### config.mk
export PLATFORM = sky130hd
export DESIGN_NAME = universal_shift_register
export DESIGN_NICKNAME = d
export VERILOG_FILES = /design/src/rtl/usr_pkg.sv /design/src/rtl/usr_shift_step.sv /design/src/rtl/universal_shift_register.sv
export SDC_FILE = /design/constraint.sdc
export NUM_CORES = 1
export LEC_CHECK = 0
export ABC_CLOCK_PERIOD_IN_PS = 2700
export BUFFER_PORTS_ARGS = -buffer_cell sky130_fd_sc_hd__buf_2
export CAP_MARGIN = 10
export CORE_MARGIN = 5
export CORE_UTILIZATION = 53
export CTS_CLUSTER_SIZE = 40
export DETAILED_ROUTE_END_ITERATION = 12
export PLACE_DENSITY = 0.79
export SETUP_SLACK_MARGIN = 0.3
export SYNTH_ARGS = -nofsm -noshare
export SYNTH_HDL_FRONTEND = slang
export SYNTH_HIERARCHICAL = 1
export SYNTH_SLANG_ARGS = --single-unit
export TNS_END_PERCENT = 30
### constraint.sdc
create_clock -name clk -period 2.7 [get_ports clk]
set_input_delay 0.54 -clock clk [delete_from_list [all_inputs] [get_ports clk]]
set_output_delay 0.54 -clock clk [all_outputs]
set_load 0.02 [all_outputs]
### src/rtl/usr_pkg.sv
// Shared opcode/state types and helpers for the universal shift register.
// Latency: n/a (types and constant functions only).
// Backpressure: n/a.
package usr_pkg;

    localparam int MODE_W = 3;

    // Command opcodes; codes 7 and above are treated as HOLD by the datapath.
    typedef enum logic [MODE_W-1:0] {
        MODE_HOLD = 3'd0,
        MODE_LOAD = 3'd1,
        MODE_SHL  = 3'd2,
        MODE_SHR  = 3'd3,
        MODE_ROL  = 3'd4,
        MODE_ROR  = 3'd5,
        MODE_ASR  = 3'd6
    } usr_mode_e;

    typedef enum logic {
        IDLE  = 1'b0,
        SHIFT = 1'b1
    } usr_state_e;

    // True for opcodes that move bits (and therefore honour the step count).
    function automatic logic is_shift_mode(input logic [MODE_W-1:0] m);
        return (m >= MODE_SHL) && (m <= MODE_ASR);
    endfunction

endpackage

### src/rtl/usr_shift_step.sv
// Combinational single-step next value of the shift register for a given opcode.
// Latency: 0 cycles (pure combinational).
// Backpressure: none; the caller decides when the step is applied.
module usr_shift_step
    import usr_pkg::*;
#(
    parameter int WIDTH = 8
) (
    input  logic [WIDTH-1:0]  q,
    input  logic [MODE_W-1:0] mode,
    input  logic              serial_in_l,
    input  logic              serial_in_r,
    output logic [WIDTH-1:0]  q_step
);

    generate
        if (WIDTH == 1) begin : g_w1
            // A one-bit register can only take the serial inputs; rotates and ASR hold.
            always_comb begin
                q_step = q;
                case (mode)
                    MODE_SHL: q_step = serial_in_l;
                    MODE_SHR: q_step = serial_in_r;
                    default:  q_step = q;
                endcase
            end
        end else begin : g_wn
            // One bit position of movement per step; non-shift opcodes pass q through.
            always_comb begin
                q_step = q;
                case (mode)
                    MODE_SHL: q_step = {q[WIDTH-2:0], serial_in_l};
                    MODE_SHR: q_step = {serial_in_r, q[WIDTH-1:1]};
                    MODE_ROL: q_step = {q[WIDTH-2:0], q[WIDTH-1]};
                    MODE_ROR: q_step = {q[0], q[WIDTH-1:1]};
                    MODE_ASR: q_step = {q[WIDTH-1], q[WIDTH-1:1]};
                    default:  q_step = q;
                endcase
            end
        end
    endgenerate

endmodule

### src/rtl/universal_shift_register.sv
// Universal shift register: load/shift/rotate with multi-step commands; optional parity via USR_PARITY_EN.
// Latency: LOAD/HOLD/count<=1 complete at the accepting edge; N-step shifts take N enabled edges.
// Backpressure: start is ignored while busy; en=0 freezes all state including done.
module universal_shift_register
    import usr_pkg::*;
#(
    parameter int WIDTH = 8,
    parameter int CNT_W = $clog2(WIDTH + 1)
) (
    input  logic              clk,
    input  logic              rst_n,
    input  logic              en,
    input  logic              start,
    input  logic [2:0]        mode,
    input  logic [CNT_W-1:0]  count,
    input  logic [WIDTH-1:0]  parallel_in,
    input  logic              serial_in_l,
    input  logic              serial_in_r,
    output logic [WIDTH-1:0]  parallel_out,
    output logic              serial_out_l,
    output logic              serial_out_r,
    output logic              busy,
    output logic              done
`ifdef USR_PARITY_EN
    ,
    output logic              parity_out
`endif
);

    usr_state_e        state_q, state_nxt;
    logic [WIDTH-1:0]  q_r, q_nxt, step_q;
    logic [CNT_W-1:0]  rem_q, rem_nxt;
    logic [MODE_W-1:0] mode_q, mode_nxt, step_mode;
    logic              done_q, done_nxt;

    // During a multi-step command the latched opcode drives the datapath,
    // otherwise the incoming opcode does (used only on acceptance).
    assign step_mode = (state_q == SHIFT) ? mode_q : mode;

    usr_shift_step #(
        .WIDTH (WIDTH)
    ) u_step (
        .q           (q_r),
        .mode        (step_mode),
        .serial_in_l (serial_in_l),
        .serial_in_r (serial_in_r),
        .q_step      (step_q)
    );

    // Next-state, register and counter update; nothing moves while en is low.
    always_comb begin
        state_nxt = state_q;
        q_nxt     = q_r;
        rem_nxt   = rem_q;
        mode_nxt  = mode_q;
        done_nxt  = done_q;
        if (en) begin
            done_nxt = 1'b0;
            case (state_q)
                IDLE: begin
                    if (start) begin
                        if (mode == MODE_LOAD) begin
                            q_nxt    = parallel_in;
                            done_nxt = 1'b1;
                        end else if (is_shift_mode(mode) && (count != '0)) begin
                            // First step happens on the accepting edge.
                            q_nxt = step_q;
                            if (count == CNT_W'(1)) begin
                                done_nxt = 1'b1;
                            end else begin
                                state_nxt = SHIFT;
                                rem_nxt   = count - CNT_W'(1);
                                mode_nxt  = mode;
                            end
                        end else begin
                            // HOLD, unused opcodes and zero-count shifts complete immediately.
                            done_nxt = 1'b1;
                        end
                    end
                end
                SHIFT: begin
                    q_nxt   = step_q;
                    rem_nxt = rem_q - CNT_W'(1);
                    if (rem_q == CNT_W'(1)) begin
                        state_nxt = IDLE;
                        done_nxt  = 1'b1;
                    end
                end
                default: state_nxt = IDLE;
            endcase
        end
    end

    // State registers with synchronous active-low reset; reset aborts any shift silently.
    always_ff @(posedge clk) begin
        if (!rst_n) begin
            state_q <= IDLE;
            q_r     <= '0;
            rem_q   <= '0;
            mode_q  <= MODE_HOLD;
            done_q  <= 1'b0;
        end else begin
            state_q <= state_nxt;
            q_r     <= q_nxt;
            rem_q   <= rem_nxt;
            mode_q  <= mode_nxt;
            done_q  <= done_nxt;
        end
    end

`ifdef USR_PARITY_EN
    logic parity_q;

    // Parity is computed from the next value so it lines up with parallel_out.
    always_ff @(posedge clk) begin
        if (!rst_n) begin
            parity_q <= 1'b0;
        end else begin
            parity_q <= ^q_nxt;
        end
    end

    assign parity_out = parity_q;
`endif

    assign parallel_out = q_r;
    assign serial_out_l = q_r[WIDTH-1];
    assign serial_out_r = q_r[0];
    assign busy         = (state_q == SHIFT);
    assign done         = done_q;

endmodule

==> flow_summary.yaml, run 1 <==
timing:
  rsz0062_at_grt: "no"
  hold_viol_final: 0
  tightest_slew_ns: 0.6096
  relSlewSlack: 0.5902
  fin_tns_setup_ns: 0
  fmax_ghz: 0.4707
  final_max_slew_viol_count: 0
  finalSetupViolCount: 0
  hold_slack_ns: 0.4857
  min_period_ns: 2.125
  min_period_over_period: 0.7869
  clock_skew_ns: 0.001890
synth:
  syn_nets: 186
  syn_inst: 161
  yosys_warnings: 6
  synth_commonest_cells: "20 x mux2i_1, 19 x nand2_1, 17 x dfxtp_1, 12 x nor2_1"
  ys_seq_area_frac: 0.2411
  syn_area_per_cell_um2: 8.766
  ys_ff_latch: 17
  synth_most_common_cell: "mux2i_1"
  synthArstFlopShare: 0
  ys_types: 50
  synthTopCellsByArea: "dfxtp_1 24%, mux2i_1 14%, nand2_1 5.1%, o221a_2 4.8%, a221o_1 3.5%"
  synth_flop_cell: "dfxtp_1"
  netlist.top_cell.by_area: "dfxtp_1"
  syn_area_um2: 1411
  synth_edf_count: 0
  netlist.area_leader.share: 0.2411
clock_tree:
  hold_buffers: 0
  cts-root-buf: "clkbuf_4"
  post_cts.repair.setup_buffers: 0
  tritoncts: "done"
  cts_buffers: 3
  insertion_delay_ns: 0.29
  htreeDepth: 1
  cts_resized: 0
  clk_pin_slew_ns: 0.10
  cts_sinks: 17
  clockBufferDepth: 2
setup_path:
  slowest_stage: "mux2_2"
  slowest_delay_ns: 0.47
  critPathKind: "reg -> reg"
  cp-end-kind: "register"
  crit_arrival_ns: 2.31
  startpoint_type: "register"
  worstPathMaxFanout: 9
  required_ns: 2.89
  crit_chain: "mux2_2 -> xnor2_4 -> nor2_1 -> a221o_1 -> mux2i_1 -> nand2_1 -> o221a_2"
floorplanning:
  ios: 33
  die-area_um2: 3795
  die_x_um: 61.61
  start_util: 0.5595
  num_rows: 18
  die_y_um: 61.61
  core_area_um2: 2522
finish:
  seqCellArea_um2: 340.3
  layout.nets: 216
  syn2layout_area_growth_pct: 12.15
  insertedDiodeCount: 0
  multi_input_area_um2: 965.9
  drive_gt1_frac: 0.3053
  fillers: 227
routing:
  dr.pass1.iters: 4
  drtIter0Drc: 116
  vias: 1386
  vias_per_cell: 6.300
  drc_errors: 0
  routed_wl_um: 3659
  route.detailed.wl_per_inst_um: 16.63
  drtAntennaViolNets: 0
placed_design:
  place.gp.congestion: 0.8420
  place_hpwl_um: 2816
  portBuffers: 32
power:
  seq_power_share: 0.432
  switching_share: 0.3636
  combPwrFrac: 0.370
  intPower_uw: 439.8
  leakagePower_uw: 0.0006884
  p_switching_uw: 251.2
  power_frac_clock: 0.199
  irDropWorstVdd_mv: 0.3997
  p_per_area_nw_per_um2: 436.6
status:
  status: "finished clean"
global_route:
  grt_pass1_wl_um: 5982
  grt.total_usage: 0.2087
  grt_overflow: 0
  grt_pass1_vias: 1330
  antenna_found_initial: 0
  grt_start_max_net_pins: 16
flow_run:
  max-cap-violations: 0
min_path:
  hold_path.class: "reg -> reg"
==> state kept, by name (all words and copies together), names as in the netlist <==
register / cells
rem_q: 4
done: 1
mode_q: 3
parallel_out: 8
busy: 1
==> worst paths after layout <==
check	startpoint	endpoint	slack [ns]	depth (start not counted)
setup / recovery	busy$_SDFFE_PN0P_	parallel_out[3]$_SDFFE_PN0P_	0.58	7
hold / removal	mode_q[0]$_SDFFE_PN0P_	mode_q[0]$_SDFFE_PN0P_	0.49	2
setup reg to reg	busy$_SDFFE_PN0P_	parallel_out[3]$_SDFFE_PN0P_	0.58	7
hold reg to reg	mode_q[0]$_SDFFE_PN0P_	mode_q[0]$_SDFFE_PN0P_	0.49	2
==> per-stage QoR <==
step / setup WS [ns] / cell area [um^2] / utilization / instances / total power, uW
CTS: 0.5964 / 1583 / 0.6275 / 220 / 689.5
global placement: 0.4719 / 1556 / 0.6171 / 216 / 544.7
detailed placement: 0.4110 / 1556 / 0.6171 / 216 / 556.1
global route: 0.4816 / 1583 / 0.6275 / 220 / 735.0
floorplan: 0.3536 / 1413 / - / 161 / 491.6
finish: 0.5754 / 1583 / 0.6275 / 220 / 691.1
==> cell type report <==
class	count	share of cell area
multi-input cells	126	0.6103
clock buffers	4	0.01660
inverters	8	0.01897
well taps	30	0.02372
flip-flops and latches	17	0.2150
repair buffers	35	0.1154
==> power groups by stage <==
| stage | registers [uW] | logic [uW] | clock network, uW |
|---|---|---|---|
| global placement | 301 | 244 | 0 |
| finish | 298 | 255 | 137 |
| detailed placement | 303 | 253 | 0 |
| global route | 302 | 278 | 155 |
| floorplan | 312 | 179 | 0 |
| CTS | 297 | 254 | 138 |
==> routing by layer <==
layer  vias up  GRT usage  routed length (um)
met1       664     0.2547                1591
li1        668          -                   -
met4         0    0.08788                  61
met3         8    0.04193                 172
met2        46     0.3543                1833
met5         -          0                   0
==> layout by cell type, fill, tap and decap left out, types with 2 or more instances in the layout <==
cell type | synthesis | routed
nor3_1 | 2 | 2
o221a_2 | 6 | 6
a211o_1 | 2 | 2
buf_2 | 1 | 32
nand3_1 | 3 | 3
dfxtp_1 | 17 | 17
a221o_1 | 5 | 5
mux2_2 | 4 | 4
inv_1 | 8 | 8
o21ai_0 | 4 | 4
buf_4 | 3 | 3
mux2i_1 | 20 | 20
nor3b_1 | 2 | 2
nand2b_1 | 3 | 3
clkbuf_4 | 0 | 3
a21oi_1 | 8 | 8
ha_1 | 4 | 4
nand2_1 | 19 | 19
nor2_1 | 12 | 12
nand4_1 | 2 | 2
o211ai_1 | 2 | 2
o221a_1 | 2 | 2
==> cells by family (layout without fill, tap and decap cells) <==
group / Yosys count / in the layout / synth area share
buffers and inverters: 18 / 47 / 0.07890
flip-flops: 17 / 17 / 0.2411
AO/OA/AOI/OAI: 39 / 39 / 0.2261
adder cells (fa/ha/maj): 4 / 4 / 0.03546
XOR/XNOR: 3 / 3 / 0.03192
AND/OR/NAND/NOR: 56 / 56 / 0.2128
multiplexers: 24 / 24 / 0.1738
==> worst max-delay path: cells and delay by family (launching register included) <==
kind / cells / cell delay (ns)
simple gates: 2 / 0.16
xor+xnor: 1 / 0.31
mux: 2 / 0.60
compound gates: 2 / 0.54
flops: 1 / 0.41
(Power assumes the default switching activity.)
==> run 2: changes to the inputs <==
- ABC_CLOCK_PERIOD_IN_PS: 2700 -> 2000
- clock period: 2.7 -> 2 ns (I/O delays scaled with it)
==> run 2 against run 1 <==
Final area increased by 8.6%. Fmax increased by 8.7%. Hold slack got worse by 0.0079 ns. Critical path type unchanged. Largest cell class unchanged.
==> flow_summary.yaml, run 2 (synthesis results as in run 1) <==
status:
  status: "finished clean"
clock_tree:
  insertion_delay_ns: 0.28
  cts-root-buf: "clkbuf_4"
  clockBufferDepth: 2
  hold_buffers: 0
  htreeDepth: 1
  cts_buffers: 3
  cts_sinks: 17
  clk_pin_slew_ns: 0.10
  tritoncts: "done"
setup_path:
  worstPathMaxFanout: 8
  crit_arrival_ns: 2.14
  critPathKind: "reg -> reg"
  cp-end-kind: "register"
  startpoint_type: "register"
  required_ns: 2.19
timing:
  tightest_slew_ns: 0.7059
  min_period_over_period: 0.9776
  relSlewSlack: 0.5294
  finalSetupViolCount: 0
  min_period_ns: 1.955
  clock_skew_ns: 0.003091
  hold_slack_ns: 0.4778
  hold_viol_final: 0
  fin_tns_setup_ns: 0
  final_max_slew_viol_count: 0
  rsz0062_at_grt: "yes"
  fmax_ghz: 0.5115
global_route:
  use_met1: 0.2446
  grt.total_usage: 0.2095
  grt_overflow: 0
  antenna_found_initial: 0
  met3_usage: 0.03354
  use_met2: 0.3812
  top_usage_layer: "met2"
  grt_start_max_net_pins: 16
  grt_pass1_wl_um: 6009
  grt_pass1_vias: 1383
finish:
  syn2layout_area_growth_pct: 21.81
  final_area_um2: 1719
  drive_gt1_frac: 0.3645
  fillers: 234
  layout.nets: 229
  final_common_cell: "buf_2"
  layout_common_cells: "32 x buf_2, 20 x mux2i_1, 19 x nand2_1, 16 x dfxtp_1, 14 x buf_4"
  multi_input_area_um2: 993.5
  seqCellArea_um2: 344.1
  largest_reg_flops: 8
  fin_cells: 233
  insertedDiodeCount: 0
routing:
  routed_wl_um: 3776
  drtIter0Drc: 81
  vias_per_cell: 6.133
  route.detailed.wl_per_inst_um: 16.21
  dr.pass1.iters: 4
  drc_errors: 0
  vias: 1429
  drtAntennaViolNets: 0
power:
  irDropWorstVdd_mv: 0.4602
  leakagePower_uw: 0.0007662
  p_per_area_nw_per_um2: 562.6
  power_uw: 967.2
floorplanning:
  die_x_um: 61.61
  core_area_um2: 2522
  die_y_um: 61.61
  num_rows: 18
  die-area_um2: 3795
  start_util: 0.5595
  ios: 33
placed_design:
  place_hpwl_um: 2875
  portBuffers: 32
  dp_cells: 226
  place_area_um2: 1643
  place.gp.congestion: 0.8097
flow_run:
  max-cap-violations: 0
min_path:
  hold_path.class: "in -> reg"
-- run 2: area by class of cell --
type                            count  share of cell area
Clock buffer                        4             0.01528
Tap cell                           30             0.02183
Sequential cell                    17              0.2001
Inverter                            8             0.01747
Timing Repair Buffer               48              0.1674
Multi-Input combinational cell    126              0.5779
-- run 2: report_power, final --
part	internal (uW)	switching [uW]	leakage, uW
Combinational	180	203	0.000611
Sequential	365	37.3	0.000140
Clock	77.5	105	0.0000150
Total	622	345	0.000766
-- run 2: worst max-delay path, cell delays in order, from the launching register on --
cell and delay, ns:
dfxtp_4 0.39, mux2_4 0.36, xnor2_4 0.29, nor3b_2 0.08
a221o_1 0.26, mux2i_1 0.17, nand2_1 0.08, o221a_1 0.23
-- run 2: final timing paths --
path	slack, ns	from	to	cells after the start
max	0.04	busy$_SDFFE_PN0P_	parallel_out[7]$_SDFFE_PN0P_	7
min	0.48	rst_n	busy$_SDFFE_PN0P_	3
max reg2reg	0.04	busy$_SDFFE_PN0P_	parallel_out[7]$_SDFFE_PN0P_	7
min reg2reg	0.49	mode_q[0]$_SDFFE_PN0P_	mode_q[0]$_SDFFE_PN0P_	2
-- run 2: repair_timing --
action                                  4_1_cts  5_1_grt
cloned                                        0        0
endpoints found under the setup margin        8       10
pin swaps                                     4        6
hold endpoints to repair                      0        0
buffers inserted                              2        1
gates resized for setup                       2        4
-- run 2: per-layer routing --
metal | vias up | part of all wire
met4 | 0 | 0.0095
met3 | 4 | 0.048
met5 | - | 0
li1 | 690 | -
met1 | 692 | 0.41
met2 | 43 | 0.53
-- run 2: stage by stage --
step                        util  setup slack [ns]
after CTS                 0.6711           0.04409
after global placement    0.6513          -0.05157
after detailed placement  0.6513          -0.08270
after global routing      0.6815          -0.04062
final                     0.6815           0.04483
after floorplan                -          -0.08583
==> run 3: changes to the inputs <==
- PLACE_DENSITY: 0.79 -> 0.88
==> run 3 against run 2 <==
Clock power is 5% higher. Fmax rose by 0.52%. Clock-buffer cell count decreased by 1. Register-to-register slack is essentially flat. Final area is 0.15% lower. Power grew 1.4%. Sequential power barely moved. Sequential share of layout area about the same. First-iteration DRC count up 15%. Hold slack worse by 0.050 ns. Utilization fell by 0.099 points. Clock skew up 0.0046 ns. Critical path type unchanged. Highest routed layer unchanged.
==> flow_summary.yaml, run 3 (synthesis results as in run 1) <==
status:
  status: "finished clean"
finish:
  layout_common_cells: "32 x buf_2, 20 x mux2i_1, 18 x nand2_1, 16 x dfxtp_1, 11 x nor2_1"
  drive_gt1_frac: 0.3750
  layout.nets: 226
  insertedDiodeCount: 0
  largest_reg_flops: 8
  syn2layout_area_growth_pct: 21.63
  multi_input_area_um2: 1008
  seqCellArea_um2: 344.1
  fillers: 199
  final_common_cell: "buf_2"
setup_path:
  required_ns: 2.20
  slowest_delay_ns: 0.38
  cp_top_family: "compound AO/OA/AOI/OAI gates"
  startpoint_type: "register"
  worstPathMaxFanout: 8
  crit_buf_inv: 0
  crit_chain: "mux2_4 -> xnor2_4 -> nor2_1 -> a221o_1 -> mux2i_1 -> nand2_1 -> o221a_2"
  crit_arrival_ns: 2.14
  slowest_stage: "dfxtp_4"
  critPathKind: "reg -> reg"
  cp-end-kind: "register"
floorplanning:
  core_area_um2: 2522
  die_x_um: 61.61
  start_util: 0.5595
  die_y_um: 61.61
  ios: 33
  num_rows: 18
  die-area_um2: 3795
routing:
  vias_per_cell: 6.261
  routed_wl_um: 3875
  dr.pass1.iters: 4
  vias: 1440
  drtIter0Drc: 93
  drtAntennaViolNets: 0
  route.detailed.wl_per_inst_um: 16.85
  drc_errors: 0
timing:
  relSlewSlack: 0.5595
  hold_slack_ns: 0.4280
  fmax_ghz: 0.5141
  hold_viol_final: 0
  tightest_slew_ns: 0.6608
  fin_tns_setup_ns: 0
  clock_skew_ns: 0.007704
  rsz0062_at_grt: "yes"
  min_period_over_period: 0.9725
  final_max_slew_viol_count: 0
  finalSetupViolCount: 0
  min_period_ns: 1.945
clock_tree:
  clockBufferDepth: 2
  cts-root-buf: "clkbuf_4"
  insertion_delay_ns: 0.30
  tritoncts: "done"
  cts_sinks: 17
  cts_buffers: 3
  clk_pin_slew_ns: 0.10
  htreeDepth: 1
global_route:
  grt_overflow: 0
  grt_pass1_vias: 1363
  grt_start_max_net_pins: 16
  grt_pass1_wl_um: 5830
  grt.total_usage: 0.2043
  antenna_found_initial: 0
flow_run:
  max-cap-violations: 0
power:
  p_per_area_nw_per_um2: 571.3
  irDropWorstVdd_mv: 0.4527
  leakagePower_uw: 0.0007590
  power_uw: 980.8
placed_design:
  place_hpwl_um: 2796
  place.gp.congestion: 0.8834
  portBuffers: 32
min_path:
  hold_path.class: "in -> reg"
run 3: changes by cell type in the layout (fill, tap and decap cells not counted), sizes merged:
cell | before | now
clkinv | 0 | 1
clkbuf | 4 | 3
buf | 48 | 45
run 3: layer usage:
layer / vias up / track usage / part of all wire
met2: 50 / 0.3722 / 0.53
met5: - / 0 / 0
met1: 694 / 0.2292 / 0.40
met3: 12 / 0.02725 / 0.053
li1: 684 / - / -
met4: 0 / 0.1030 / 0.024
run 3: worst paths after layout:
| path | cells after the start | end | slack [ns] | startpoint |
|---|---|---|---|---|
| hold / removal | 3 | mode_q[0]$_SDFFE_PN0P_ | 0.43 | mode[0] |
| setup / recovery | 7 | parallel_out[1]$_SDFFE_PN0P_ | 0.06 | busy$_SDFFE_PN0P_ |
| hold reg to reg | 2 | mode_q[1]$_SDFFE_PN0P_ | 0.49 | mode_q[1]$_SDFFE_PN0P_ |
| setup reg to reg | 7 | parallel_out[1]$_SDFFE_PN0P_ | 0.06 | busy$_SDFFE_PN0P_ |
run 3: what timing repair did:
| action | CTS | global route |
|---|---|---|
| endpoints found under the setup margin | 8 | 10 |
| buffers inserted | 3 | 1 |
| endpoints found under the hold margin | 0 | 0 |
| gates resized for setup | 2 | 11 |
| hold buffers | 0 | 0 |
| pin swaps | 2 | 8 |
run 3: through the flow:
stage | cell area [um^2] | instances | utilization | worst slack, ns
floorplan | 1436 | 161 | - | -0.08583
global placement | 1613 | 222 | 0.6394 | -0.04635
detailed placement | 1613 | 222 | 0.6394 | -0.1127
CTS | 1669 | 229 | 0.6617 | 0.05229
global route | 1717 | 230 | 0.6806 | -0.02950
finish | 1717 | 230 | 0.6806 | 0.05504
run 3: layout make-up:
class                      instances  area share
clock buffer                       3     0.01312
clock inverter                     1    0.002915
inverter                           8     0.01749
multi-input combinational        126      0.5875
sequential                        17      0.2004
tap                               30     0.02187
timing repair buffer              45      0.1567
run 3: power breakdown:
part           internal [uW]  switching [uW]
Sequential               365            38.2
Clock                   74.6             116
Combinational            180             206
run 3: worst register-to-register path: cells and delay by family, from the launching register on:
family | cells | cell delay [ns]
AOI/OAI and AO/OA | 2 | 0.54
muxes | 2 | 0.49
xor gates and xnor gates | 1 | 0.28
DFF | 1 | 0.38
and+or+nand+nor | 2 | 0.16
